==> src/rtl/mc_maindec.sv <==
// Multicycle main decoder: FSM over fetch/decode/execute/memory/writeback,
// per-state datapath controls, retired counter and sticky illegal flag.
module mc_maindec #(
  parameter int ALUOP_W  = 3,
  parameter int MEM_WAIT = 1,
  parameter int CNT_W    = 32
) (
  input  logic               clk,
  input  logic               rst,
  input  logic [5:0]         op_c,
  input  logic [5:0]         funct,
  input  logic               zero,
  input  logic               mem_ready,
  output logic               pc_we,
  output logic               ir_we,
  output logic               iord,
  output logic               mem_we,
  output logic               we_c,
  output logic [1:0]         dest_reg_c,
  output logic [1:0]         result_c,
  output logic               argA_c,
  output logic [1:0]         argB_c,
  output logic [1:0]         ext_c,
  output logic               sh_d_c,
  output logic [1:0]         pc_src,
  output logic [ALUOP_W-1:0] aluop,
  output logic [3:0]         state,
  output logic               illegal,
  output logic [CNT_W-1:0]   retired
);

  localparam logic [3:0] S_FETCH  = 4'd0;
  localparam logic [3:0] S_DECODE = 4'd1;
  localparam logic [3:0] S_MEMADR = 4'd2;
  localparam logic [3:0] S_MEMRD  = 4'd3;
  localparam logic [3:0] S_MEMWB  = 4'd4;
  localparam logic [3:0] S_MEMWR  = 4'd5;
  localparam logic [3:0] S_EXEC_R = 4'd6;
  localparam logic [3:0] S_ALUWB  = 4'd7;
  localparam logic [3:0] S_IMM_EX = 4'd8;
  localparam logic [3:0] S_IMM_WB = 4'd9;
  localparam logic [3:0] S_BRANCH = 4'd10;
  localparam logic [3:0] S_JUMP   = 4'd11;
  localparam logic [3:0] S_JAL    = 4'd12;
  localparam logic [3:0] S_JR     = 4'd13;

  localparam logic [5:0] OP_R    = 6'b000000;
  localparam logic [5:0] OP_LW   = 6'b100011;
  localparam logic [5:0] OP_SW   = 6'b101011;
  localparam logic [5:0] OP_J    = 6'b000010;
  localparam logic [5:0] OP_JAL  = 6'b000011;
  localparam logic [5:0] OP_BEQ  = 6'b000100;
  localparam logic [5:0] OP_BNE  = 6'b000101;
  localparam logic [5:0] OP_ADDI = 6'b001000;
  localparam logic [5:0] OP_LUI  = 6'b001111;
  localparam logic [5:0] OP_ORI  = 6'b001101;
  localparam logic [5:0] OP_SLTI = 6'b001010;
  localparam logic [5:0] OP_ANDI = 6'b001100;

  localparam logic [5:0] FN_SLL = 6'b000000;
  localparam logic [5:0] FN_SRL = 6'b000010;
  localparam logic [5:0] FN_JR  = 6'b001000;

  logic [3:0] cur, nxt;
  logic       mr;

  logic is_r, is_lw, is_sw, is_j, is_jal, is_beq, is_bne;
  logic is_addi, is_lui, is_ori, is_slti, is_andi;
  logic is_imm, is_known, is_jr, is_shift;

  assign mr = (MEM_WAIT != 0) ? mem_ready : 1'b1;

  assign is_r     = op_c == OP_R;
  assign is_lw    = op_c == OP_LW;
  assign is_sw    = op_c == OP_SW;
  assign is_j     = op_c == OP_J;
  assign is_jal   = op_c == OP_JAL;
  assign is_beq   = op_c == OP_BEQ;
  assign is_bne   = op_c == OP_BNE;
  assign is_addi  = op_c == OP_ADDI;
  assign is_lui   = op_c == OP_LUI;
  assign is_ori   = op_c == OP_ORI;
  assign is_slti  = op_c == OP_SLTI;
  assign is_andi  = op_c == OP_ANDI;
  assign is_imm   = is_addi | is_lui | is_ori | is_slti | is_andi;
  assign is_known = is_r | is_lw | is_sw | is_j | is_jal
                  | is_beq | is_bne | is_imm;
  assign is_jr    = funct == FN_JR;
  assign is_shift = (funct == FN_SLL) | (funct == FN_SRL);

  always_ff @(posedge clk or posedge rst) begin
    if (rst) cur <= S_FETCH;
    else     cur <= nxt;
  end

  always_comb begin
    nxt = cur;
    case (cur)
      S_FETCH:  if (mr) nxt = S_DECODE;
      S_DECODE: begin
        unique case (1'b1)
          is_lw | is_sw:   nxt = S_MEMADR;
          is_r & is_jr:    nxt = S_JR;
          is_r & ~is_jr:   nxt = S_EXEC_R;
          is_beq | is_bne: nxt = S_BRANCH;
          is_imm:          nxt = S_IMM_EX;
          is_j:            nxt = S_JUMP;
          is_jal:          nxt = S_JAL;
          default:         nxt = S_FETCH;
        endcase
      end
      S_MEMADR: nxt = is_lw ? S_MEMRD : S_MEMWR;
      S_MEMRD:  if (mr) nxt = S_MEMWB;
      S_MEMWR:  if (mr) nxt = S_FETCH;
      S_EXEC_R: nxt = S_ALUWB;
      S_IMM_EX: nxt = S_IMM_WB;
      S_MEMWB, S_ALUWB, S_IMM_WB, S_BRANCH,
      S_JUMP, S_JAL, S_JR: nxt = S_FETCH;
      default:  nxt = S_FETCH;
    endcase
  end

  // DECODE falls back to FETCH for unknown opcodes; that is not a retire.
  always_ff @(posedge clk or posedge rst) begin
    if (rst) begin
      retired <= '0;
      illegal <= 1'b0;
    end else begin
      if (nxt == S_FETCH && cur != S_FETCH && cur != S_DECODE)
        retired <= retired + CNT_W'(1);
      if (cur == S_DECODE && !is_known)
        illegal <= 1'b1;
    end
  end

  logic [1:0] imm_ext;
  logic [2:0] imm_alu;

  always_comb begin
    imm_ext = 2'b00;
    imm_alu = 3'b000;
    unique case (1'b1)
      is_lui:  imm_ext = 2'b01;
      is_ori:  begin imm_ext = 2'b10; imm_alu = 3'b010; end
      is_slti: imm_alu = 3'b011;
      is_andi: begin imm_ext = 2'b10; imm_alu = 3'b100; end
      default: ;
    endcase
  end

  logic       pc_we_s, ir_we_s, mem_we_s, we_s;
  logic [2:0] a3;

  always_comb begin
    pc_we_s    = 1'b0;
    ir_we_s    = 1'b0;
    mem_we_s   = 1'b0;
    we_s       = 1'b0;
    iord       = 1'b0;
    dest_reg_c = 2'b00;
    result_c   = 2'b00;
    argA_c     = 1'b0;
    argB_c     = 2'b00;
    ext_c      = 2'b00;
    sh_d_c     = 1'b0;
    pc_src     = 2'b00;
    a3         = 3'b000;
    case (cur)
      S_FETCH: begin
        argB_c  = 2'b01;
        ir_we_s = mr;
        pc_we_s = mr;
      end
      S_DECODE: argB_c = 2'b11;
      S_MEMADR: begin
        argA_c = 1'b1;
        argB_c = 2'b10;
      end
      S_MEMRD: iord = 1'b1;
      S_MEMWB: begin
        we_s       = 1'b1;
        dest_reg_c = 2'b01;
        result_c   = 2'b01;
      end
      S_MEMWR: begin
        iord     = 1'b1;
        mem_we_s = 1'b1;
      end
      S_EXEC_R: begin
        argA_c = 1'b1;
        a3     = 3'b111;
        sh_d_c = is_shift;
      end
      S_ALUWB: begin
        we_s     = 1'b1;
        result_c = is_shift ? 2'b10 : 2'b00;
        sh_d_c   = is_shift;
      end
      S_IMM_EX: begin
        argA_c = 1'b1;
        argB_c = 2'b10;
        ext_c  = imm_ext;
        a3     = imm_alu;
      end
      S_IMM_WB: begin
        we_s       = 1'b1;
        dest_reg_c = 2'b01;
        ext_c      = imm_ext;
        a3         = imm_alu;
      end
      S_BRANCH: begin
        argA_c  = 1'b1;
        a3      = 3'b001;
        pc_src  = 2'b01;
        pc_we_s = (is_beq & zero) | (is_bne & ~zero);
      end
      S_JUMP: begin
        pc_src  = 2'b10;
        pc_we_s = 1'b1;
      end
      S_JAL: begin
        pc_src     = 2'b10;
        pc_we_s    = 1'b1;
        we_s       = 1'b1;
        dest_reg_c = 2'b10;
        result_c   = 2'b11;
      end
      S_JR: begin
        pc_src  = 2'b11;
        pc_we_s = 1'b1;
      end
      default: ;
    endcase
  end

  // Reset forces FETCH at once; gating keeps FETCH from strobing enables.
  assign pc_we  = pc_we_s & ~rst;
  assign ir_we  = ir_we_s & ~rst;
  assign mem_we = mem_we_s & ~rst;
  assign we_c   = we_s & ~rst;
  assign aluop  = ALUOP_W'(a3);
  assign state  = cur;

endmodule
==> config.mk <==
export PLATFORM = sky130hd
export DESIGN_NAME = mc_maindec
export DESIGN_NICKNAME = d
export VERILOG_FILES = /design/src/rtl/mc_maindec.sv
export SDC_FILE = /design/constraint.sdc
export NUM_CORES = 1
export LEC_CHECK = 0
export ABC_AREA = 1
export CAP_MARGIN = 20
export CORE_ASPECT_RATIO = 0.7
export CORE_MARGIN = 10
export CORE_UTILIZATION = 35
export DETAILED_ROUTE_END_ITERATION = 10
export GPL_ROUTABILITY_DRIVEN = 0
export PLACE_DENSITY = 0.65
export SYNTH_ARGS = -nofsm -noshare
export SYNTH_HDL_FRONTEND = slang
export SYNTH_SLANG_ARGS = --single-unit
==> constraint.sdc <==
create_clock -name clk -period 2.95 [get_ports clk]
set_input_delay 0.885 -clock clk [delete_from_list [all_inputs] [get_ports clk]]
set_output_delay 0.885 -clock clk [all_outputs]
set_load 0.01 [all_outputs]
; After elaboration in Yosys (flattened, before gate mapping)
; Index checks and enable logic that the tools add are counted.
[classes]
n_mux = 22
n_reduce_logical = 19
bitwise = 26
addsub = 1
eq_ne = 27
[ops]
columns = op, count
row1 = $pmux 4 s7, 2
row2 = $eq 6x4->1 const B, 6
row3 = $add 32x1->32 const B, 1
row4 = $eq 4x4->1 const B, 6
row5 = $eq 6x2->1 const B, 3
row6 = $pmux 2 s3, 3
row7 = $pmux 3 s3, 2
row8 = $eq 4x3->1 const B, 4
row9 = $or 1x1->1, 15
row10 = $reduce_or 2->1, 7
row11 = $eq 6x3->1 const B, 2
row12 = $eq 6x6->1 const B, 2
row13 = $logic_not 6->1, 2
row14 = $mux 4, 3
row15 = $and 1x1->1, 8
row16 = $eq 4x2->1 const B, 2
row17 = $logic_not 4->1, 2
row18 = $pmux 2 s2, 2
row19 = $reduce_or 4->1, 2
row20 = $mux 1, 6
row21 = $eq 4x1->1 const B, 1
row22 = $mux 2, 2
row23 = $ne 4x1->1 const B, 1
row24 = $reduce_bool 4->1, 1
row25 = other kinds (6), 10
[totals]
word_cells = 98
in_bits = 16
output_inout_bits = 57
register_bits = 37

; Longest topological paths before layout
[depth]
depth_word = 10
ltp_mapped = 13
depth_no_buf = 12

; Least setup slack after synthesis
; No wires, ideal clock.
[synth_path]
kind = input to output
start = input rst
end = output we_c
path_buffers = 0
path_slack_ps = 88
stages = 3
arrival_ps = 1977
cell_sequence = inv_1 > o31ai_1 > inv_1
[synth_between]
elab_chain_cells = 2
[synth_lines]
columns = item, line
row1 = from (decl), 9  ; input logic rst,
row2 = $not 1->1, 240  ; assign we_c = we_s & ~rst;
row3 = $and 1x1->1, 240
row4 = to (decl), 18  ; output logic we_c,
; Every way passes these cells.

; Worst setup path after layout
[layout_path]
start = input zero
end = output pc_we
[layout_between]
elab_chain_cells = 5
elab_cells_between_ends = 6
cone_classes = 1 x mux / 5 x bitwise
[layout_lines]
columns = item, line
row1 = from (decl), 12  ; input logic zero,
row2 = $not 1->1, 215  ; pc_we_s = (is_beq & zero) | (is_bne & ~zero);
row3 = $and 1x1->1, 215
row4 = $or 1x1->1 (*), 215
row5 = $pmux 1 s3 (*), 168  ; case (cur)
row6 = $and 1x1->1 (*), 237  ; assign pc_we = pc_we_s & ~rst;
row7 = to (decl), 14  ; output logic pc_we,
; Mark *: on every way between the ends. The rest lies on a longest branch, timed or not.

==> impl_metrics.json <==
{
  "clockBufferDepth": 2,
  "synthFlopType": "dfrtp_1",
  "worst_pin_slew_ns": 0.487,
  "postSynthAreaPerCell_um2": 6.43,
  "synthTopCellsByCount": "162 x nand2_1, 63 x nor2_1, 39 x nand4_1",
  "fmax_mhz": 349,
  "post-route-period-util_pct": 97.2,
  "stdcell_area_um2": 4030,
  "dpl_cell_area_um2": 3860,
  "layout.cells.non_filler": 639,
  "clockRootBuffer": "clkbuf_16",
  "fp.dieArea_um2": 12200,
  "drtAntennaViolNets": 0,
  "hold_ws_ns": 0.487,
  "synth_top_area_share_pct": 32.4,
  "clock-sinks": 37,
  "arrival_ns": 1.98,
  "synth_edf_count": 0,
  "chipWidth_um": 128,
  "antenna_found_initial": 0,
  "area_growth_pct": 40.9,
  "start_kind": "primary input",
  "min_period_ns": 2.87,
  "ys_seq_area_share_pct": 32.4,
  "cts_tree": "built",
  "nets": 554,
  "cpPeakStageDelay_ns": 0.48,
  "synthArstFlopShare_pct": 100,
  "synth.most_common_cell": "nand2_1",
  "hold_path_class": "reg2reg",
  "place_worst_setup_slack_ns": -0.558,
  "syn_area_um2": 2860,
  "grt_max_degree": 38,
  "power_mw": 1.99,
  "core_area_um2": 7910,
  "globalRoute.totalOverflow": 0,
  "grt_pass1_wl_mm": 15.2,
  "p_per_area_nw_per_um2": 493,
  "initial_core_util_pct": 36.2,
  "yosys_warnings": 0,
  "grt_setup_unrepaired": "true",
  "required_ns": 2.07,
  "synthTopCellsByArea": "dfrtp_1 32%, nand2_1 21%, nand4_1 8.5%",
  "hold_viol": 0,
  "crit_slowest_cell": "clkdlybuf4s50_1",
  "final_max_slew_viol_count": 0,
  "routed_via_density": 5.12,
  "worst_setup_path_end_kind": "primary output",
  "postCtsHoldBufs": 0,
  "worstPathCellList": "clkdlybuf4s50_1 -> xor2_1 -> nor3b_2 -> nor2_1 -> a21oi_1 -> buf_2",
  "n_antenna_cell": 0,
  "maxCapViolations": 0,
  "fin_skew_ns": 0.00841,
  "wirelength_mm": 9.46,
  "numCtsBuffers": 5,
  "setup_viol": 0,
  "path_class": "in2out",
  "fin_util_pct": 51.0,
  "fin_ws_ns": 0.0817,
  "fp.dieH_um": 95.7,
  "clock_latency_ns": 0.29,
  "leakage_nw": 1.98,
  "syn_nets": 462,
  "finalSetupTns_ns": 0,
  "drive_gt1_share_pct": 12.6,
  "slew_headroom_pct": 67.6,
  "io-pin-count": 73,
  "outcome": "finished, final reports clean",
  "yosysUniqueCellTypes": 27,
  "crit_fanout": 1,
  "port_buffers": 72,
  "htreeDepth": 2,
  "ir_drop_mv": 0.290,
  "synthCells": 445,
  "clk_pin_slew_ns": 0.05,
  "drtPass1Iterations": 4,
  "wl_per_cell_um": 14.8,
  "hold_depth": 1,
  "dp.final_hpwl_mm": 7.28,
  "grt_use_total_pct": 15.0,
  "ys_ff_latch": 37,
  "grt_pass1_vias": 3025,
  "placed_cells": 631,
  "drc": 0,
  "ff2ff_path_depth": 12,
  "rows": 27,
  "synth_top_area_cell": "dfrtp_1",
  "drt_first_iter_violations": 299,
  "num_vias": 3272
}
-- what timing repair did --
action                     4_1_cts  5_1_grt
resized for setup               44       14
pin swaps                        6        8
setup endpoints to repair       10        9
buffers inserted                 0        1
-- final cells by class --
| type | instances | area, um^2 |
|---|---|---|
| repair buffers | 97 | 907 |
| inverters | 45 | 169 |
| clock inverters | 3 | 17.5 |
| clock buffers | 5 | 125 |
| multi-input cells | 351 | 1760 |
| fillers | 786 | 3870 |
| well taps | 101 | 126 |
| flip-flops and latches | 37 | 928 |
-- cell families after synthesis --
group	Yosys count	share of synthesized area (%)
AOI/OAI and AO/OA	14	2.71
xor gates and xnor gates	28	8.57
adders and majority gates	1	0.437
buffers and inverters	57	8.18
DFF	37	32.4
and+or+nand+nor	308	47.7
-- per-layer routing --
| metal | vias up | global-route usage [%] | share of wire [%] |
|---|---|---|---|
| li1 | 1620 | - | - |
| met1 | 1505 | 21.3 | 48 |
| met2 | 136 | 21.6 | 41 |
| met3 | 11 | 4.60 | 9.2 |
| met4 | 0 | 3.36 | 1.1 |
| met5 | - | 0 | 0 |
-- critical path: cells and delay by family --
family / cells / cell delay (ns)
and+or+nand+nor: 2 / 0.23
AOI/OAI and AO/OA: 1 / 0.11
buffers and inverters: 2 / 0.62
xor gates and xnor gates: 1 / 0.14
-- state kept, by name, summed over array words and instances (netlist names) --
signal	count
state	4
retired	32
illegal	1
-- worst paths after layout --
path | slack (ns) | endpoint | startpoint
worst max-delay path | 0.08 | pc_we | zero
worst max register to register | 1.06 | retired[19]$_DFFE_PP0P_ | state[1]$_DFF_PP0_
worst min register to register | 0.49 | illegal$_DFFE_PP0P_ | illegal$_DFFE_PP0P_
max in group asynchronous | 1.65 | state[2]$_DFF_PP0_ | rst
worst min-delay path | 0.49 | illegal$_DFFE_PP0P_ | illegal$_DFFE_PP0P_
min in group asynchronous | 0.95 | state[3]$_DFF_PP0_ | rst
-- cell usage in the layout, fill, tap and decap left out, types with 7 or more instances in the layout --
cell type / n
inv_1: 37
nand2_1: 162
nand3_1: 17
buf_4: 23
xor2_1: 19
xnor2_1: 9
inv_2: 8
nand4_1: 39
nor2_1: 56
nor2_2: 7
nor3_1: 13
clkdlybuf4s50_1: 54
dfrtp_1: 35
-- report_power, final --
part	switching, mW	internal (mW)
combinational	0.515	0.334
clock	0.220	0.310
sequential	0.0610	0.547
total	0.797	1.19
Power figures use the tool's default switching activity.
